<file path="config.mk">
export PLATFORM = sky130hd
export DESIGN_NAME = chunk_serial_addsub
export DESIGN_NICKNAME = d
export VERILOG_FILES = /design/src/rtl/chunk_serial_addsub_pkg.sv /design/src/rtl/chunk_serial_addsub_add.sv /design/src/rtl/chunk_serial_addsub.sv
export SDC_FILE = /design/constraint.sdc
export NUM_CORES = 1
export LEC_CHECK = 0
export CORE_UTILIZATION = 25
export CTS_CLUSTER_DIAMETER = 30
export CTS_CLUSTER_SIZE = 12
export DETAILED_ROUTE_END_ITERATION = 6
export PLACE_DENSITY = 0.49
export SLEW_MARGIN = 20
export SYNTH_ARGS = -nofsm -noshare
export SYNTH_HDL_FRONTEND = slang
export SYNTH_SLANG_ARGS = --single-unit
export TNS_END_PERCENT = 10
</file>
<file path="constraint.sdc">
create_clock -name clk -period 3.4 [get_ports clk]
set_input_delay 0.51 -clock clk [delete_from_list [all_inputs] [get_ports clk]]
set_output_delay 0.51 -clock clk [all_outputs]
set_load 0.1 [all_outputs]
</file>
<file path="src/rtl/chunk_serial_addsub_pkg.sv">
// Shared types and helpers for the chunk-serial adder/subtractor.
// Holds the control state encoding and the chunk-counter sizing rule.
package chunk_serial_addsub_pkg;

    typedef enum logic [1:0] {
        IDLE = 2'd0,
        RUN  = 2'd1,
        DONE = 2'd2
    } state_e;

    // A single-chunk configuration still needs a 1-bit counter.
    function automatic int cntWidth(input int n);
        return (n > 1) ? $clog2(n) : 1;
    endfunction

endpackage

</file>
<file path="src/rtl/chunk_serial_addsub_add.sv">
// Combinational CHUNK-bit adder slice with carry-out and carry into the top bit.
// The top-bit carry-in lets the parent form signed overflow on the final chunk.
module chunk_add #(
    parameter int CHUNK = 4
) (
    input  logic [CHUNK-1:0] x,
    input  logic [CHUNK-1:0] y,
    input  logic             ci,
    output logic [CHUNK-1:0] s,
    output logic             co,
    output logic             c_msb
);

    logic [CHUNK:0] full;

    assign full  = {1'b0, x} + {1'b0, y} + {{CHUNK{1'b0}}, ci};
    assign s     = full[CHUNK-1:0];
    assign co    = full[CHUNK];
    // The sum bit is x^y^cin, so the carry into the top bit can be recovered from it.
    assign c_msb = x[CHUNK-1] ^ y[CHUNK-1] ^ s[CHUNK-1];

endmodule

</file>
<file path="src/rtl/chunk_serial_addsub.sv">
// Multi-cycle adder/subtractor that processes CHUNK bits per clock,
// keeping the inter-chunk carry in a register, with valid/ready on both sides.
module chunk_serial_addsub
    import chunk_serial_addsub_pkg::*;
#(
    parameter int WIDTH = 16,
    parameter int CHUNK = 4
) (
    input  logic             clk,
    input  logic             rst_n,
    input  logic             in_valid,
    output logic             in_ready,
    input  logic [WIDTH-1:0] a,
    input  logic [WIDTH-1:0] b,
    input  logic             sub,
    input  logic             cin,
    output logic             out_valid,
    input  logic             out_ready,
    output logic [WIDTH-1:0] sum,
    output logic             cout,
    output logic             ovf
);

    localparam int NCHUNK = WIDTH / CHUNK;
    localparam int CW     = cntWidth(NCHUNK);
    localparam logic [CW-1:0] LAST = CW'(NCHUNK - 1);

    state_e           state_q, state_d;
    logic [CW-1:0]    cnt_q, cnt_d;
    logic             carry_q, carry_d;
    logic [WIDTH-1:0] a_q, a_d;
    logic [WIDTH-1:0] b_q, b_d;
    logic [WIDTH-1:0] sum_q, sum_d;
    logic             cout_q, cout_d;
    logic             ovf_q, ovf_d;

    logic [CHUNK-1:0] chunkA, chunkB, chunkS;
    logic             chunkCo, chunkCmsb;
    int               base;

    assign base   = int'(cnt_q) * CHUNK;
    assign chunkA = a_q[base +: CHUNK];
    assign chunkB = b_q[base +: CHUNK];

    chunk_add #(.CHUNK(CHUNK)) u_add (
        .x     (chunkA),
        .y     (chunkB),
        .ci    (carry_q),
        .s     (chunkS),
        .co    (chunkCo),
        .c_msb (chunkCmsb)
    );

    // Subtraction is a + ~b + ~cin: B is stored inverted and the carry seeded with cin^sub.
    always_comb begin
        state_d = state_q;
        cnt_d   = cnt_q;
        carry_d = carry_q;
        a_d     = a_q;
        b_d     = b_q;
        sum_d   = sum_q;
        cout_d  = cout_q;
        ovf_d   = ovf_q;
        case (state_q)
            IDLE: begin
                if (in_valid) begin
                    a_d     = a;
                    b_d     = sub ? ~b : b;
                    carry_d = cin ^ sub;
                    cnt_d   = '0;
                    state_d = RUN;
                end
            end
            RUN: begin
                sum_d[base +: CHUNK] = chunkS;
                carry_d = chunkCo;
                cnt_d   = cnt_q + CW'(1);
                if (cnt_q == LAST) begin
                    cout_d  = chunkCo;
                    ovf_d   = chunkCmsb ^ chunkCo;
                    cnt_d   = '0;
                    state_d = DONE;
                end
            end
            DONE: begin
                if (out_ready) begin
                    state_d = IDLE;
                end
            end
            default: state_d = IDLE;
        endcase
    end

    always_ff @(posedge clk or negedge rst_n) begin
        if (!rst_n) begin
            state_q <= IDLE;
            cnt_q   <= '0;
            carry_q <= 1'b0;
            a_q     <= '0;
            b_q     <= '0;
            sum_q   <= '0;
            cout_q  <= 1'b0;
            ovf_q   <= 1'b0;
        end else begin
            state_q <= state_d;
            cnt_q   <= cnt_d;
            carry_q <= carry_d;
            a_q     <= a_d;
            b_q     <= b_d;
            sum_q   <= sum_d;
            cout_q  <= cout_d;
            ovf_q   <= ovf_d;
        end
    end

    assign in_ready  = (state_q == IDLE);
    assign out_valid = (state_q == DONE);
    assign sum       = sum_q;
    assign cout      = cout_q;
    assign ovf       = ovf_q;

endmodule

</file>
Yosys cells after proc, flatten, opt, wreduce, memory -nomap -nowiden. Index checks and enable logic that the tools add are counted.

Bits of input ports: 38. Output and inout bits: 20. Word-level logic and storage cells: 44. Bits in registers: 55.

Muxes and demuxes: 11. Shift-type cells: 4. $add $sub $neg: 4. Reduce and logical (&&, ||, !) cells: 6. Eq/ne operators: 6. Bitwise gates (word level): 5.

Operators with widths (number): negator 4 -> 33 bit (1); variable shift 4 x 33 -> 16 bit, first input constant (1); variable part select 4 x 33 -> 16 bit (1); variable part select 16 x 5 -> 4 bit (2); bitwise mux 16 bit (1); 2-to-1 mux 16 bit (1); NOT 16 bit (1); 2-to-1 mux 2 bit (5); one-hot mux 2 bit (3 select lines) (1); AND reduction 2 bit (3); adder 4 x 4 -> 5 bit (1); adder 5 x 1 -> 5 bit (1); == test 2 bit, second input constant (2); != test 2 bit, second input constant (2); one-hot mux 2 bit (2 select lines) (1); XOR 1 bit (4); AND reduction 3 bit (1); adder 2 x 1 -> 2 bit, second input constant (1); == test 2 x 1 -> 1 bit, second input constant (1); logical NOT 2 bit (1); != test 2 x 1 -> 1 bit, second input constant (1); one-hot mux 1 bit (2 select lines) (1); nonzero test 2 bit (1); 2-to-1 mux 1 bit (1).

Longest topological paths before layout. Gate-level depths: netlist of run 1.

Depth in word-level cells: 5. Gate-level depth with buffers: 9. Depth with buffers taken out: 8.

Modules after synthesis. A second synthesis of run 1 with hierarchy kept.

Cells, all modules: 211. Area total of the unflattened synthesis: 2867.8 µm².

Modules (own cells, without submodules): chunk_serial_addsub (seq. area each 1376.3 µm², times used 1, cells each 194, area an instance 2726.4 µm²); chunk_add (seq. area each 0.0 µm², times used 1, cells each 17, area an instance 141.4 µm²).

Worst setup path after synthesis of run 1. No wires, ideal clock.

Kind: reg-to-reg. Start point: register state_q[1]. End point: register b_q[10]. Period minus slack after synthesis: 2.608 ns. Data required time: 3.265 ns. Library setup time: 0.135 ns. Stages on the path, launching flop included: 6. Path slack: 0.792 ns. Arrival time: 2.474 ns. Path buffers: 1. Path through: dfrtp_1 > nor2_1 > nand2_1 > clkbuf_1 > nand2_1 > o21ai_0.

Cells in the longest elaborated chain, start to end: 2.

Ends and longest elaborated chain: start, declared (RTL line chunk_serial_addsub.sv:28) `state_e state_q, state_d;`; start signal, assigned (RTL line chunk_serial_addsub.sv:105) `state_q <= state_d;`; logical NOT 2 bit; net in_ready (RTL line chunk_serial_addsub.sv:12) `output logic in_ready,`; AND reduction 2 bit (no line); end signal, assigned (RTL line chunk_serial_addsub.sv:100) `b_q <= '0;`; end signal, assigned (RTL line chunk_serial_addsub.sv:109) `b_q <= b_d;`; end, declared (RTL line chunk_serial_addsub.sv:32) `logic [WIDTH-1:0] b_q, b_d;`.

The timed path passes the listed nets, and every way through them passes these cells. A chain may end at the register's enable or synchronous reset.

Worst setup path after layout of run 1.
Start point: register cnt_q[0]. End point: register sum_q[6], in the netlist sum[6].

Cells in the longest elaborated chain, start to end: 5. Elaborated cells between the ends (all ways): 8. Classes of those cells: 3 x add/sub; 4 x shift; 1 x mux.

Ends and longest elaborated chain: start, declared (RTL line chunk_serial_addsub.sv:29) `logic [CW-1:0] cnt_q, cnt_d;`; start signal, assigned (RTL line chunk_serial_addsub.sv:106) `cnt_q <= cnt_d;`; variable part select 16 x 5 -> 4 bit, on equally long branches (RTL line chunk_serial_addsub.sv:42, chunk_serial_addsub.sv:43); adder 4 x 4 -> 5 bit (RTL line chunk_serial_addsub_add.sv:16) `assign full = {1'b0, x} + {1'b0, y} + {{CHUNK{1'b0}}, ci};`; adder 5 x 1 -> 5 bit (RTL line chunk_serial_addsub_add.sv:16); variable part select 4 x 33 -> 16 bit (RTL line chunk_serial_addsub.sv:75) `sum_d[base +: CHUNK] = chunkS;`; bitwise mux 16 bit (*) (RTL line chunk_serial_addsub.sv:75); end signal, assigned (RTL line chunk_serial_addsub.sv:110) `sum_q <= sum_d;`; end, declared (RTL line chunk_serial_addsub.sv:33) `logic [WIDTH-1:0] sum_q, sum_d;`.

Mark *: on every way between the ends. The rest lies on a longest branch, timed or not.

==> results.json, run 1 <==
{
  "cts_setup_buffers": 0,
  "antenna_cells": 0,
  "start_kind": "flop",
  "synthMuxAreaShare_pct": 6.87,
  "grt-ovfl-total": 0,
  "postSynthCellCount": 253,
  "ioPinCount": 58,
  "grt_pass1_wl_microns": 9690,
  "post-route-period-util_pct": 80.8,
  "hp-class": "input pin to asynchronous set/reset pin",
  "max_freq_mhz": 364,
  "yosysWarnings": 0,
  "synth.distinct_cells": 31,
  "vias": 1857,
  "worstReg2RegEnd": "sum[6]",
  "reg2reg_setup_slack_ns": 0.65,
  "antenna_found_initial": 0,
  "layout_common_cells": "78 x nand2_1, 55 x dfrtp_1, 54 x clkdlybuf4s50_1, 22 x o21ai_0, 19 x xnor2_1",
  "reg2reg_depth": 7,
  "synthesis.nets": 302,
  "grt_start_max_net_pins": 41,
  "die_area_sq_um": 11100,
  "seq_area_frac_synth_pct": 51.4,
  "period_needed_ns": 2.75,
  "hold_ws_ns": 0.312,
  "grt_pass1_vias": 2008,
  "synthTopCellsByArea": "dfrtp_1 51%, nand2_1 11%, xnor2_1 6.2%, mux4_2 5.9%, ha_1 4.2%",
  "r2r-start": "cnt_q[0]",
  "critical_path_class": "flop to flop",
  "yosys.area_share.simple_pct": 15.8,
  "drive_gt1_share_pct": 9.06,
  "synth-async-reset-ratio_pct": 100,
  "dp.cells": 437,
  "clk_latency_ns": 0.31,
  "slew_violations": 0,
  "setup_ws_ns": 0.652,
  "drt_iter0_markers": 77,
  "cts.sinks": 55,
  "place_congestion": 0.728,
  "register_area_sq_um": 1380,
  "p_leak_nw": 1.55,
  "post_cts_resized": 0,
  "start_util_pct": 25.8,
  "die_h_microns": 105,
  "fin_util_pct": 33.5,
  "outcome": "completed",
  "core-area_sq_um": 10400,
  "synth-xor-area-share_pct": 6.55,
  "port_buffers": 57,
  "worstPathArrival_ns": 2.94,
  "dp_slack_ns": 0.654,
  "max-vdd-ir-drop_mv": 0.564,
  "synth_edf_count": 0,
  "wl_per_cell_microns": 12.9,
  "path_clk_slew_ns": 0.10,
  "finalClockSkew_ns": 0.0125,
  "hpwl_microns": 4440,
  "synth_top_area_cell": "dfrtp_1",
  "critPathCaptureType": "flop",
  "rows": 37,
  "vias_per_cell": 4.17,
  "multi_input_area_sq_um": 1210,
  "synth_compound_area_share_pct": 10.3,
  "synth_fa_ha_area_share_pct": 5.70,
  "final_nets": 357,
  "routed_wl_microns": 5760,
  "worstSetupStartpoint": "cnt_q[0]",
  "maxCapViolations": 0,
  "tightest_slew_ns": 0.969,
  "tns_ns": 0,
  "area_delta_synth_final_pct": 29.7,
  "fp.dieW_microns": 105,
  "cp_max_fo": 12,
  "synth_area_sq_um": 2680,
  "ctsHoldBuffers": 0,
  "dpl_cell_area_sq_um": 3370,
  "cts_buffer_depth": 2,
  "synth_top_family_by_area": "simple AND/OR/NAND/NOR gates",
  "drc": 0,
  "ant_nets": 0,
  "finalNonFillerCells": 445,
  "cts_htree_levels": 2,
  "fin_area_sq_um": 3470,
  "p_per_area_nw_per_um2": 1030,
  "ys.flop_type": "dfrtp_1",
  "power_mw": 3.57,
  "drt_pass1_iterations": 6,
  "cts_made_buffers": 5,
  "worstPathRequired_ns": 3.59,
  "slew_headroom_pct": 35.2,
  "cts-root-buf": "clkbuf_8",
  "synth_seq_cells": 55,
  "final-hold-violation-count": 0,
  "yosysTopAreaCellShare_pct": 51.4,
  "rsz0062_at_grt": "no",
  "syn_avg_cell_area_sq_um": 10.6,
  "cts_tree": "yes",
  "grt_use_total_pct": 11.2,
  "fillerInstances": 1104,
  "mostFrequentLayoutCell": "nand2_1",
  "setup_violations": 0
}
[registers in the layout (all words and copies together) (netlist names)]
signal	cells
sum	16
b_q	16
cout	1
cnt_q	2
state_q	2
carry_q	1
ovf	1
a_q	16
[worst max-delay path: stages (launching register included)]
cell and delay [ns]:
dfrtp_1 0.72, mux4_2 0.60, fa_1 0.43, inv_1 0.08
fa_1 0.20, xor2_1 0.34, inv_1 0.07, a22o_1 0.20
[how the worst max path moves through the flow]
stage / end / slack (ns) / cells past startpoint
2_1_floorplan: b_q[10] / 0.79 / 5
3_3_place_gp: sum[6] / 0.73 / 7
3_5_place_dp: sum[6] / 0.65 / 7
4_1_cts: sum[6] / 0.62 / 7
5_1_grt: sum[6] / 0.45 / 7
6_report: sum[6] / 0.65 / 7
[power breakdown]
| group | total (mW) | switching, mW | internal (mW) | leakage, nW |
|---|---|---|---|---|
| registers | 1.12 | 0.198 | 0.923 | 0.706 |
| logic | 2.07 | 1.36 | 0.719 | 0.792 |
| clock network | 0.378 | 0.212 | 0.167 | 0.0474 |
[cell type report]
class / instances / share of cell area (%)
Multi-Input combinational cell: 178 / 35.0
Inverter: 8 / 0.865
Tap cell: 136 / 4.90
Clock buffer: 6 / 2.38
Clock inverter: 2 / 0.468
Sequential cell: 55 / 39.6
Timing Repair Buffer: 60 / 16.8
[cells in the mapped netlist, types with 2 or more instances]
cell      instances
o31ai_1           3
nor2_1            6
inv_1             8
xnor2_1          19
o21ai_2           2
mux4_2            7
nand2_1          79
clkbuf_1          6
dfrtp_1          55
ha_1              9
a22o_1           11
fa_1              2
nand3_1           2
buf_2             5
o21ai_0          22
nand2b_1          2
[per-layer routing]
metal	wire length (microns)	vias up	part of all wire (%)	GRT usage, %
met5	0	-	0	0
met2	2690	42	47	18.2
li1	-	958	-	-
met1	2820	853	49	15.0
met3	205	4	3.6	2.41
met4	44	0	0.76	3.32
[logic make-up (layout without fill, tap and decap cells)]
| family | count (synthesis) | after routing |
|---|---|---|
| multiplexers | 8 | 8 |
| flip-flops | 55 | 55 |
| AND/OR/NAND/NOR | 97 | 97 |
| AO/OA/AOI/OAI | 42 | 42 |
| buffers and inverters | 20 | 76 |
| XOR/XNOR | 20 | 20 |
| adder cells (fa/ha/maj) | 11 | 11 |
Note: power is estimated with default switching activity, not from simulation.
==> inputs of run 2 (changes only) <==
Clock period 3.4 ns to 2.6 ns, I/O delays scaled along.
==> run 2 against run 1 <==
Routed wire length grew 1.3%. Largest cell class unchanged. Flip-flop and latch count did not move. Highest routed layer unchanged. Combinational power increased by 35%. Setup slack lost 0.49 ns. Clock skew rose by 0.0030 ns. Critical path type unchanged. First-iteration DRC count shrank 27%. Utilization about the same. Global-route usage up 0.081 points. Worst hold slack got worse by 0.21 ns.
==> results.json, run 2 (same netlist as run 1, synthesis figures left out) <==
{
  "setup_violations": 0,
  "cts.sinks": 55,
  "drt_iter0_markers": 56,
  "mostFrequentLayoutCell": "nand2_1",
  "cts_tree": "yes",
  "start_util_pct": 25.8,
  "slew_violations": 0,
  "final-hold-violation-count": 0,
  "fp.dieW_microns": 105,
  "cts-root-buf": "clkbuf_8",
  "worstPathRequired_ns": 2.79,
  "fin_area_sq_um": 3470,
  "finalNonFillerCells": 449,
  "hp-class": "input pin to asynchronous set/reset pin",
  "critPathCaptureType": "flop",
  "wl_per_cell_microns": 13.0,
  "dp.cells": 441,
  "ant_nets": 0,
  "ioPinCount": 58,
  "area_delta_synth_final_pct": 29.6,
  "grt_use_total_pct": 11.3,
  "die_area_sq_um": 11100,
  "period_needed_ns": 2.44,
  "finalClockSkew_ns": 0.0156,
  "drt_pass1_iterations": 4,
  "cts_htree_levels": 2,
  "port_buffers": 57,
  "grt_start_max_net_pins": 53,
  "drc": 0,
  "hpwl_microns": 4560,
  "path_clk_slew_ns": 0.11,
  "p_per_area_nw_per_um2": 1360,
  "grt_pass1_vias": 1977,
  "start_kind": "flop",
  "rows": 37,
  "die_h_microns": 105,
  "slew_headroom_pct": 55.3,
  "layout_common_cells": "79 x nand2_1, 55 x dfrtp_1, 36 x clkdlybuf4s50_1, 25 x buf_4, 22 x o21ai_0",
  "maxCapViolations": 0,
  "grt-ovfl-total": 0,
  "final_nets": 361,
  "grt_pass1_wl_microns": 9840,
  "post-route-period-util_pct": 93.9,
  "p_leak_nw": 1.60,
  "worstPathArrival_ns": 2.63,
  "vias_per_cell": 4.21,
  "antenna_found_initial": 0,
  "vias": 1891,
  "tightest_slew_ns": 0.671,
  "cp_max_fo": 9,
  "clk_latency_ns": 0.31,
  "cts_buffer_depth": 2,
  "place_congestion": 0.758,
  "drive_gt1_share_pct": 16.0,
  "antenna_cells": 0,
  "cts_made_buffers": 5,
  "max-vdd-ir-drop_mv": 0.622,
  "max_freq_mhz": 410,
  "core-area_sq_um": 10400,
  "routed_wl_microns": 5830,
  "rsz0062_at_grt": "no",
  "dpl_cell_area_sq_um": 3370,
  "critical_path_class": "flop to flop",
  "outcome": "completed",
  "tns_ns": 0
}
-- run 2: cell types whose count changed in the layout (fill, tap and decap cells not counted) --
cell,previous run,this run
clkbuf_8,6,5
clkdlybuf4s50_1,54,36
buf_6,0,1
buf_12,0,1
nand2_1,78,79
nand2_2,1,0
clkinv_4,1,2
nor2_1,6,5
buf_4,5,25
nor2_2,0,1
-- run 2: timing repair --
action / in CTS / in global routing
endpoints found under the hold margin: 0 / 0
endpoints found under the setup margin: 0 / 1
gates resized for setup: 0 / 1
buffers inserted: 0 / 0
hold buffers: 0 / 0
-- run 2: where the power goes --
part	internal (mW)	leakage, nW	switching, mW
clock network	0.193	0.0443	0.286
logic	0.991	0.851	1.81
registers	1.21	0.706	0.235
total	2.39	1.60	2.33
-- run 2: layout make-up --
cell class,instances,area (sq um)
Sequential cell,55,1380
Fill cell,1098,6900
Inverter,8,30.0
Clock inverter,3,25.0
Clock buffer,5,68.8
Tap cell,136,170
Multi-Input combinational cell,178,1210
Timing Repair Buffer,64,584
-- run 2: through the flow --
step                hold WS, ns  setup slack, ns  utilization (%)  power [mW]
global route              0.144          0.00195             33.4        5.12
global placement          0.463            0.218             32.5        4.28
floorplan                0.0944           0.0550                -        3.52
finish                    0.102            0.160             33.4        4.73
detailed placement        0.461            0.151             32.5        4.32
CTS                       0.120            0.117             33.4        4.81
-- run 2: worst max-delay path, cell delays in order, from the launching register on --
cell and delay (ns):
dfrtp_1 0.38, buf_6 0.15, mux4_2 0.54, fa_1 0.42, inv_1 0.09, fa_1 0.20
nand2b_1 0.11, o2bb2ai_1 0.18, xnor2_1 0.15, o21ai_0 0.09
-- run 2: path summary, 6_finish.rpt --
kind,from,slack [ns],end,depth (start not counted)
min in group clk,b_q[6],0.48,b_q[6],2
max,cnt_q[0],0.16,ovf,9
max in group asynchronous,rst_n,1.91,a_q[11],2
min reg2reg,b_q[6],0.48,b_q[6],2
max reg2reg,cnt_q[0],0.16,ovf,9
min,rst_n,0.10,cnt_q[1],1
-- run 2: layer usage --
layer | GRT usage (%) | share of wire [%]
met5 | 0 | 0
met4 | 2.82 | 1.1
met3 | 2.35 | 4.1
met2 | 17.3 | 44
met1 | 16.2 | 51
==> inputs of run 3 (changes only) <==
Settings changed: CORE_MARGIN set to 2, CTS_CLUSTER_DIAMETER 30 to unset.
==> run 3 against run 2 <==
Clock-buffer cell count is 2 higher. Sequential power barely moved. Clock skew shrank 0.0083 ns. Routed wire length grew 0.27%. Global-route usage shrank 0.34 points. Clock power decreased by 5.2%. Critical path type unchanged. Largest power group unchanged.
==> results.json, run 3 (same netlist as run 1, synthesis figures left out) <==
{
  "post-route-period-util_pct": 92.0,
  "path_clk_slew_ns": 0.09,
  "start_kind": "flop",
  "p_leak_nw": 1.61,
  "tightest_slew_ns": 0.691,
  "ioPinCount": 58,
  "cts.sinks": 55,
  "cts_htree_levels": 2,
  "grt_start_max_net_pins": 31,
  "worstPathArrival_ns": 2.57,
  "hpwl_microns": 4640,
  "clk_latency_ns": 0.30,
  "cts-root-buf": "clkbuf_8",
  "reg2reg_depth": 9,
  "drive_gt1_share_pct": 16.5,
  "start_util_pct": 25.8,
  "r2r-start": "cnt_q[0]",
  "outcome": "completed",
  "port_buffers": 57,
  "cts_tree": "yes",
  "wl_per_cell_microns": 13.0,
  "rsz0062_at_grt": "no",
  "place_congestion": 0.778,
  "critPathCaptureType": "flop",
  "fillerInstances": 1099,
  "cts_buffer_depth": 2,
  "cts_made_buffers": 5,
  "antenna_cells": 0,
  "final_nets": 363,
  "dpl_cell_area_sq_um": 3390,
  "max_freq_mhz": 418,
  "tns_ns": 0,
  "cts_setup_buffers": 0,
  "critical_path_class": "flop to flop",
  "routed_wl_microns": 5850,
  "worstReg2RegEnd": "ovf",
  "cp_common_cell": "fa_1",
  "grt_pass1_vias": 2010,
  "crit_chain": "buf_4 -> mux4_2 -> fa_1 -> inv_1 -> fa_1 -> nand2b_1 -> o2bb2ai_2 -> xnor2_1 -> o21ai_0",
  "max-vdd-ir-drop_mv": 0.742,
  "cp_max_fo": 9,
  "ant_nets": 0,
  "setup_ws_ns": 0.208,
  "drt_iter0_markers": 55,
  "area_delta_synth_final_pct": 29.9,
  "layout_common_cells": "79 x nand2_1, 55 x dfrtp_1, 36 x clkdlybuf4s50_1, 28 x buf_4, 22 x o21ai_0",
  "multi_input_area_sq_um": 1220,
  "fin_area_sq_um": 3480,
  "fp.dieW_microns": 107,
  "hp-class": "input pin to asynchronous set/reset pin",
  "drt_pass1_iterations": 5,
  "slew_headroom_pct": 53.9,
  "setup_violations": 0,
  "post_cts_resized": 0,
  "cpMaxStageDelayCell": "mux4_2",
  "grt-ovfl-total": 0,
  "cp_slowest_stage_delay_ns": 0.54,
  "period_needed_ns": 2.39,
  "final-hold-violation-count": 0,
  "maxCapViolations": 0,
  "grt_use_total_pct": 11.0,
  "grt_pass1_wl_microns": 10100,
  "drc": 0,
  "fin_util_pct": 33.5,
  "slew_violations": 0,
  "core-area_sq_um": 10400,
  "register_area_sq_um": 1380,
  "vias_per_cell": 4.24,
  "vias": 1914,
  "die_area_sq_um": 11500,
  "ctsHoldBuffers": 0,
  "dp_slack_ns": 0.146,
  "finalClockSkew_ns": 0.00725,
  "p_per_area_nw_per_um2": 1370,
  "rows": 37,
  "die_h_microns": 107,
  "antenna_found_initial": 0,
  "worstPathRequired_ns": 2.78,
  "reg2reg_setup_slack_ns": 0.21,
  "mostFrequentLayoutCell": "nand2_1"
}
## run 3: layout make-up
type | count | area share, %
Clock buffer | 7 | 2.20
Clock inverter | 1 | 0.144
Inverter | 8 | 0.864
Multi-Input combinational cell | 178 | 35.2
Sequential cell | 55 | 39.6
Tap cell | 136 | 4.89
Timing Repair Buffer | 66 | 17.1
## run 3: how the worst max path moves through the flow
stage                         end  slack, ns  cells past startpoint  startpoint
after global routing          ovf       0.02                      9    cnt_q[0]
after floorplan            sum[6]       0.06                      8    cnt_q[0]
after CTS                  sum[7]       0.12                      7    cnt_q[0]
final                         ovf       0.21                      9    cnt_q[0]
after global placement     sum[7]       0.22                      7    cnt_q[0]
after detailed placement  sum[11]       0.15                      7    cnt_q[0]
## run 3: metrics by stage
stage          hold WS [ns]  power [mW]  instances
2_1_floorplan        0.0944        3.52        253
5_1_grt               0.128        5.18        451
6_report             0.0904        4.77        451
3_3_place_gp          0.446        4.30        443
3_5_place_dp          0.446        4.33        443
4_1_cts               0.114        4.79        451
## run 3: worst max-delay path, delay by kind of cell (launching register included)
| family | cells | cell delay, ns |
|---|---|---|
| adders and majority gates | 2 | 0.63 |
| muxes | 1 | 0.54 |
| DFF | 1 | 0.35 |
| buffers and inverters | 2 | 0.26 |
| AOI/OAI and AO/OA | 2 | 0.23 |
| and+or+nand+nor | 1 | 0.13 |
| xor gates and xnor gates | 1 | 0.13 |
## run 3: per-layer routing
layer | up-vias | share of wire (%) | global-route usage, %
li1 | 971 | - | -
met1 | 899 | 51 | 15.6
met2 | 40 | 44 | 17.3
met3 | 4 | 4.7 | 2.24
met4 | 0 | 0.82 | 2.38
met5 | - | 0 | 0
## run 3: report_power, final
group	internal (mW)	total [mW]	switching (mW)
Combinational	1.03	2.89	1.86
Sequential	1.21	1.43	0.223
Clock	0.190	0.454	0.264
Total	2.43	4.77	2.35
